--- src/rtl/wb_pkg.sv ---
// Shared encodings for the writeback stage: result-source select, load funct3 codes, datapath width.
// Also holds the misaligned-load predicate evaluated in M.
package wb_pkg;

  localparam int XLEN_DEF = 32;

  typedef enum logic [1:0] {
    RES_ALU  = 2'b00,
    RES_LOAD = 2'b01,
    RES_PC4  = 2'b10,
    RES_ZERO = 2'b11
  } res_src_e;

  localparam logic [2:0] F3_LB  = 3'b000;
  localparam logic [2:0] F3_LH  = 3'b001;
  localparam logic [2:0] F3_LW  = 3'b010;
  localparam logic [2:0] F3_LBU = 3'b100;
  localparam logic [2:0] F3_LHU = 3'b101;

  function automatic logic is_misaligned(input logic [1:0] src, input logic [2:0] f3,
                                         input logic [1:0] off);
    logic half_bad;
    logic word_bad;
    half_bad = ((f3 == F3_LH) || (f3 == F3_LHU)) && off[0];
    word_bad = (f3 == F3_LW) && (off != 2'b00);
    return (src == RES_LOAD) && (half_bad || word_bad);
  endfunction

endpackage

--- src/rtl/load_extend.sv ---
// Combinational load-data extraction: picks the byte/half lane addressed by off and extends it per funct3.
// Unknown funct3 codes pass the word through untouched.
module load_extend
  import wb_pkg::*;
#(
  parameter int XLEN = XLEN_DEF
) (
  input  logic [XLEN-1:0] word,
  input  logic [1:0]      off,
  input  logic [2:0]      funct3,
  output logic [XLEN-1:0] ext
);

  logic [7:0]  byte_sel;
  logic [15:0] half_sel;

  always_comb begin
    byte_sel = word[{off, 3'b000} +: 8];
    half_sel = off[1] ? word[31:16] : word[15:0];
    case (funct3)
      F3_LB:   ext = {{(XLEN-8){byte_sel[7]}}, byte_sel};
      F3_LH:   ext = {{(XLEN-16){half_sel[15]}}, half_sel};
      F3_LBU:  ext = {{(XLEN-8){1'b0}}, byte_sel};
      F3_LHU:  ext = {{(XLEN-16){1'b0}}, half_sel};
      default: ext = word;
    endcase
  end

endmodule

--- src/rtl/mem_wb_stage.sv ---
// M->W pipeline register, writeback result mux and retired-instruction counter (1-cycle latency).
// Optional misaligned-load trapping is enabled by defining MISALIGN_TRAP_EN.
module mem_wb_stage
  import wb_pkg::*;
#(
  parameter int XLEN  = XLEN_DEF,
  parameter int CNT_W = 32
) (
  input  logic             clk,
  input  logic             rst,
  input  logic             StallW,
  input  logic             FlushW,
  input  logic             ValidM,
  input  logic             RegWriteM,
  input  logic [1:0]       ResultSrcM,
  input  logic [2:0]       Funct3M,
  input  logic [4:0]       RdM,
  input  logic [XLEN-1:0]  ALUResultM,
  input  logic [XLEN-1:0]  ReadDataM,
  input  logic [XLEN-1:0]  PCPlus4M,
  output logic             RegWriteW,
  output logic [4:0]       RdW,
  output logic [XLEN-1:0]  ResultW,
  output logic             ValidW,
  output logic [CNT_W-1:0] InstrRetW,
  output logic             MisalignW
);

  logic            valid_q;
  logic            regwrite_q;
  logic [4:0]      rd_q;
  logic [1:0]      src_q;
  logic [2:0]      f3_q;
  logic [XLEN-1:0] alu_q;
  logic [XLEN-1:0] rdata_q;
  logic [XLEN-1:0] pc4_q;
  logic            mis_q;
  logic [CNT_W-1:0] cnt_q;
  logic            misalign_m;
  logic [XLEN-1:0] load_ext;

  // Misalignment is judged on M inputs so the flag travels with its entry.
`ifdef MISALIGN_TRAP_EN
  assign misalign_m = is_misaligned(ResultSrcM, Funct3M, ALUResultM[1:0]);
`else
  assign misalign_m = 1'b0;
`endif

  always_ff @(posedge clk) begin
    if (rst) begin
      valid_q    <= 1'b0;
      regwrite_q <= 1'b0;
      rd_q       <= '0;
      src_q      <= RES_ALU;
      f3_q       <= '0;
      alu_q      <= '0;
      rdata_q    <= '0;
      pc4_q      <= '0;
      mis_q      <= 1'b0;
      cnt_q      <= '0;
    end else if (FlushW) begin
      valid_q    <= 1'b0;
      regwrite_q <= 1'b0;
      rd_q       <= '0;
      src_q      <= RES_ALU;
      f3_q       <= '0;
      alu_q      <= '0;
      rdata_q    <= '0;
      pc4_q      <= '0;
      mis_q      <= 1'b0;
    end else if (!StallW) begin
      valid_q    <= ValidM;
      regwrite_q <= RegWriteM;
      rd_q       <= RdM;
      src_q      <= ResultSrcM;
      f3_q       <= Funct3M;
      alu_q      <= ALUResultM;
      rdata_q    <= ReadDataM;
      pc4_q      <= PCPlus4M;
      mis_q      <= misalign_m;
      if (ValidM && !misalign_m) cnt_q <= cnt_q + CNT_W'(1);
    end
  end

  load_extend #(.XLEN(XLEN)) u_load_extend (
    .word   (rdata_q),
    .off    (alu_q[1:0]),
    .funct3 (f3_q),
    .ext    (load_ext)
  );

  always_comb begin
    case (res_src_e'(src_q))
      RES_ALU:  ResultW = alu_q;
      RES_LOAD: ResultW = load_ext;
      RES_PC4:  ResultW = pc4_q;
      default:  ResultW = '0;
    endcase
  end

  assign RegWriteW = regwrite_q & valid_q & (rd_q != 5'd0) & ~mis_q;
  assign RdW       = rd_q;
  assign ValidW    = valid_q;
  assign InstrRetW = cnt_q;
  assign MisalignW = mis_q;

endmodule

--- config.mk ---
export PLATFORM = sky130hd
export DESIGN_NAME = mem_wb_stage
export DESIGN_NICKNAME = d
export VERILOG_FILES = /design/src/rtl/wb_pkg.sv /design/src/rtl/load_extend.sv /design/src/rtl/mem_wb_stage.sv
export SDC_FILE = /design/constraint.sdc
export NUM_CORES = 1
export LEC_CHECK = 0
export ABC_AREA = 1
export CAP_MARGIN = 20
export CORE_MARGIN = 4
export CORE_UTILIZATION = 50
export CTS_BUF_LIST = sky130_fd_sc_hd__clkbuf_16
export CTS_CLUSTER_DIAMETER = 120
export DETAILED_ROUTE_END_ITERATION = 6
export DONT_BUFFER_PORTS = 1
export GPL_TIMING_DRIVEN = 0
export PLACE_DENSITY = 0.64
export SLEW_MARGIN = 20
export SYNTH_ARGS = -nofsm -noshare
export SYNTH_HDL_FRONTEND = slang
export SYNTH_SLANG_ARGS = --single-unit
--- constraint.sdc ---
create_clock -name clk -period 1.68 [get_ports clk]
set_input_delay 0.252 -clock clk [delete_from_list [all_inputs] [get_ports clk]]
set_output_delay 0.252 -clock clk [all_outputs]
set_load 0.1 [all_outputs]
After elaboration in Yosys (flattened, before gate mapping)
Index checks and enable logic that the tools add are counted.

Mux-type cells: 3. $add $sub $neg: 1. Shift operators: 1. Bitwise operators: 4. Equality and inequality tests: 5. Reduce and logical (&&, ||, !) cells: 5.

Operators with widths (count): $pmux W32 S4 (1); $pmux W32 S3 (1); $add A32 B1 Y32 const B (1); $shiftx A32 B6 Y8 (1); $mux W16 (1); $eq A3 B3 Y1 const B (2); $reduce_bool A5 Y1 (1); $eq A3 B1 Y1 const B (1); $logic_not A3 Y1 (1); $reduce_and A3 Y1 (1); $and A1 B1 Y1 (2); $eq A2 B1 Y1 const B (1); $eq A2 B2 Y1 const B (1); $logic_not A2 Y1 (1); $not A1 Y1 (2); $reduce_or A2 Y1 (1).

Register bits: 140. Word-level logic and storage cells: 28. Output and inout bits: 72. Input port bits: 112.

Logic depth before layout (Yosys ltp)
Depth in word-level cells: 3. Depth in mapped cells: 11. Mapped depth without buffers: 10.

Cells and area by module
From an unflattened synthesis, not the netlist that was laid out.

Cell total of the unflattened synthesis: 1055. Area, all modules: 7190.6 sq um.

Modules (own cells, without submodules): mem_wb_stage (instances 1, cells each 861, area an instance 6135.9 sq um, sequential area each 2802.7 sq um); load_extend (instances 1, cells each 194, area an instance 1054.8 sq um, sequential area each 0.0 sq um).

Worst setup path after synthesis
Ideal clock, no wire load.

Path type: register to output. Start: reg alu_q[1]. End: out ResultW[10]. Data arrival time: 2.418 ns. Cell stages (with the launch flop): 9. Setup slack: -0.990 ns. Cell sequence: dfxtp_1 > buf_4 > o21ai_1 > nand2_1 > o21ai_2 > nand2_2 > nand2_1 > nor2_1 > o21bai_1.

Cells in the longest elaborated chain, start to end: 3. Elaborated cells on any way between the ends: 4. Those cells by class: 1 x shift; 3 x mux.

RTL lines: from (decl) (RTL line mem_wb_stage.sv:34) `logic [XLEN-1:0] alu_q;`; from (signal assigned) (RTL line mem_wb_stage.sv:77) `alu_q <= ALUResultM;`; $shiftx A32 B6 Y8 or $mux W16 (tied branches) (RTL line load_extend.sv:18, load_extend.sv:19); $pmux W32 S4 (*) (RTL line load_extend.sv:20) `case (funct3)`; $pmux W32 S3 (*) (RTL line mem_wb_stage.sv:93) `case (res_src_e'(src_q))`; to (decl) (RTL line mem_wb_stage.sv:23) `output logic [XLEN-1:0] ResultW,`.

Mark *: on every way between the ends. The rest lies on a longest branch, timed or not.

Worst setup path in the final report
Ends and elaborated chain as after synthesis.

==> results summary <==
The run finished, with violations left. The checks that failed: negative setup slack. The setup slack after layout came out at -0.6665 ns.

The number of buffers added by the clock tree synthesis step came out at 17. The worst hold slack is roughly 0.0049 ns. From left edge to right edge, the die measures 122.9 µm. The power spent charging and discharging nets came out at about 2.6 mW. The DRC marker count from the first detailed-route iteration came out at roughly 640. The design draws 8.784 mW. The deepest clock path buffer count came out at 2. After detailed routing, the number of remaining DRC violations is 0. The fraction of power spent switching nets is between 20 and 30%.

The highest fanout seen on the critical path came out at 7. Global routing used a little over a third of the available met1 tracks. The non-filler instance count after layout came out at roughly 1300. For the worst setup path, the data arrival time is roughly 2.1 ns.

The clock network fraction of design power came out at 45.1%. The number of instances in the synthesized netlist is about 980. The tree is rooted in a clkbuf_16. The slew at the pin closest to its max-slew limit is between 0.9 and 1 ns. At the end of routability-driven placement, the weighted congestion stood at around 0.96.

Derived from the worst setup path, the maximum achievable clock frequency is about 0.43 GHz. The critical path is of the flop to primary output type. The number of different library cells used by synthesis comes to 36. The number of antenna violations at the first check in global routing is 1. Measured along the y axis, the die boundary spans around 120 µm. The number of standard-cell rows in the floorplan is a little over 40. The number of max-capacitance violations reported came out at 0. The count of vias placed by the detailed router is about 7300. The worst hold endpoint is InstrRetW[2]. OpenSTA, run right after detailed placement, puts the worst setup slack at -0.5510 ns. The combinational group share of total power is ~15%. The global-route met3 utilization is between 10% and 20%.

The total of buffers placed on input and output ports is 0. Dividing the detail-routed wire length by the instance count gives ~19 µm. After detailed routing, the total wire length is approximately 25 mm. The floorplan step defined a die boundary enclosing between 0.015 and 0.02 mm². Setup repair after global routing could not meet its margin everywhere. The final critical delay including setup and external delays came out at between 2 and 2.5 ns. After synthesis, the mean cell area works out to approximately 6.7 µm².

Yosys attributes the largest share of cell area to dfxtp_1 (42%), nand2_1 (19%), a21oi_1 (9.6%). Across the VDD grid, the largest voltage drop is 0.7126 mV. The total track usage is ~33%. The first global-routing pass estimated ~38 mm of wire. The number of global-route vias before repair came out at just over 7000. The I/O pin total is between 150 and 200. For the worst flop-to-flop path, the logic depth is 9.

The total placed cells including tap cells is 1152. The power density of the placed cells came out at 889.9 mW/mm². The synthesized netlist net count is around 1100.

The HPWL reported at the end of detailed placement came out at 16.63 mm. The share of the synthesized area in the top cell type came out at 42.50%. The remaining number of nets flagged by the antenna check after routing came out at 0. The relative contribution of sequential cells to total power is 39.7%. The final number of setup-violating endpoints came out at 37. The final clock skew came out at approximately 0.0088 ns. The worst register-to-register path ends at InstrRetW[18]. The pin count of the biggest net entering global routing came out at 17. The number of slew-limit violations in the final report was 0.

The tightest min-delay check is of the input pin to flop type. The area added between synthesis and finish is 49.67%. The depth of the worst hold-timing path is 3. The total area inside the core boundary comes to 0.01277 mm². Across all register-to-register paths, the minimum setup slack is -0.05 ns.

The number of sinks on the clock net is 140. The synthesis warning total is 0. Summed over all instances, the cell type with the most area after synthesis is dfxtp_1. For this run, global-route usage on met2 was measured as between 50% and 60%. The standby leakage power came out at between 4 and 5 nW. The final hold violation count came out at 0. The fraction of the yosys area taken by sequential cells is between 40% and 50%. The clock transition at the registers of the reported paths is around 0.06 ns. In this run the most critical hold path is launched from FlushW. The fraction of the cycle the final worst path needs came out at 139.7%. TritonCTS built the clock tree. The final net count is 1238. In this run the critical register-to-register path is launched from InstrRetW[1]. Headroom to the max-slew limit came out at 35.37%.

The data required time at the worst endpoint came out at between 1 and 1.5 ns. The most common library cell in the layout ignoring fill and taps is nand2_1. The post-synthesis instance area came out at between 0.006 and 0.007 mm². The library cells used most frequently in the layout, excluding fill and tap cells, are nand2_1 (299), a21oi_1 (121), dfxtp_1 (97). After detailed routing, the number of vias per cell comes to approximately 5.6. STA classifies the critical path endpoint as a primary output.

The number of detailed-routing iterations run before antenna repair came out at 6. The internal power contribution came out at slightly above 6 mW. The total congestion overflow after global routing is 0. The initial cell density of the core is between 50% and 60%. The kind of start point of the critical path is a flop.

In this run, synthesis produced a sequential element count of 140. The clock network latency to the later pin of the worst-skew pair is about 0.44 ns. The depth of the CTS H-tree came out at 4.

The ratio of cells with drive above 1 in the final layout is 24.25%. The busiest metal layer after global routing is met2.
[power by group through the flow]
stage / clock, mW / sequential (mW) / combinational [mW]
CTS: 3.95 / 3.48 / 1.24
global placement: 0 / 3.58 / 0.922
global route: 4.12 / 3.49 / 1.41
finish: 3.96 / 3.48 / 1.34
detailed placement: 0 / 3.58 / 0.958
floorplan: 0 / 3.56 / 0.771
[routing by layer]
| layer | vias up | part of all wire, % | wire length (µm) |
|---|---|---|---|
| met2 | 342 | 51 | 12730 |
| met1 | 3446 | 37 | 9302 |
| met4 | 0 | 4.1 | 1030 |
| met3 | 84 | 8.2 | 2051 |
| met5 | - | 0 | 0 |
| li1 | 3468 | - | - |
[critical path: stages, from the launching register on]
cell and delay [ns]:
dfxtp_2 0.35, buf_8 0.14, nand2_4 0.05, o21ai_2 0.07, nand2_1 0.08, o21ai_2 0.08
nand2_2 0.12, nand2_4 0.16, nor2_2 0.07, o21bai_4 0.54
[logic make-up after synthesis]
family | synth area share (%)
buffers and inverters | 7.645
other | 0.05686
xor gates and xnor gates | 0.2657
and+or+nand+nor | 32.80
adders and majority gates | 0.1897
DFF | 42.50
AOI/OAI and AO/OA | 16.54
[cells in the mapped netlist, drive strengths merged]
cell type and number:
buf 17, o21bai 5, a22o 5, nor3 6
xor2 2, nor3b 1, inv 70, nor2 103
o21ai 31, nand2 339, a211oi 16, a21oi 127
o221ai 7, ha 1, dfxtp 140, o21a 2
o211ai 2, nand4 11, nand3 54, or2 1
conb 1, clkbuf 37
[registers in the layout, summed over array words and instances (netlist names)]
register	cells
rdata_q	32
src_q	2
pc4_q	32
RdW	5
ValidW	1
InstrRetW	32
alu_q	32
regwrite_q	1
f3_q	3
[how the worst max path moves through the flow]
stage	startpoint	to	slack [ns]	depth (start not counted)
after CTS	alu_q[1]	ResultW[10]	-0.62	9
after floorplan	src_q[0]	ResultW[0]	-0.65	4
after detailed placement	f3_q[1]	ResultW[10]	-0.55	5
after global placement	src_q[1]	ResultW[0]	-0.80	4
after global routing	f3_q[0]	ResultW[0]	-0.72	7
final	alu_q[1]	ResultW[10]	-0.67	9
[timing repair]
| action | CTS | global route |
|---|---|---|
| cloned | 1 | 0 |
| hold buffers | 96 | 0 |
| endpoints found under the setup margin | 53 | 47 |
| endpoints found under the hold margin | 96 | 0 |
| pin swaps | 36 | 40 |
| resized for setup | 122 | 85 |
| setup buffers | 12 | 19 |
[layout make-up]
type                            count  area [µm²]
Buffer                             53       316.6
Clock inverter                     14       168.9
Sequential cell                   140        2944
Tap cell                          172       215.2
Timing Repair Buffer              129        1282
Clock buffer                       18       450.4
Antenna cell                        1       2.502
Inverter                           70       277.8
Multi-Input combinational cell    714        4213
Fill cell                         884        2903
[stage by stage]
step                TNS, ns  instance area (µm²)  utilization (%)
detailed placement   -17.66                 7350            57.54
CTS                  -17.65                 9444            73.93
floorplan            -1.863                 7079                -
global route         -21.15                 9871            77.28
finish               -18.68                 9871            77.28
global placement     -16.40                 7295            57.11
(Power assumes the default switching activity.)
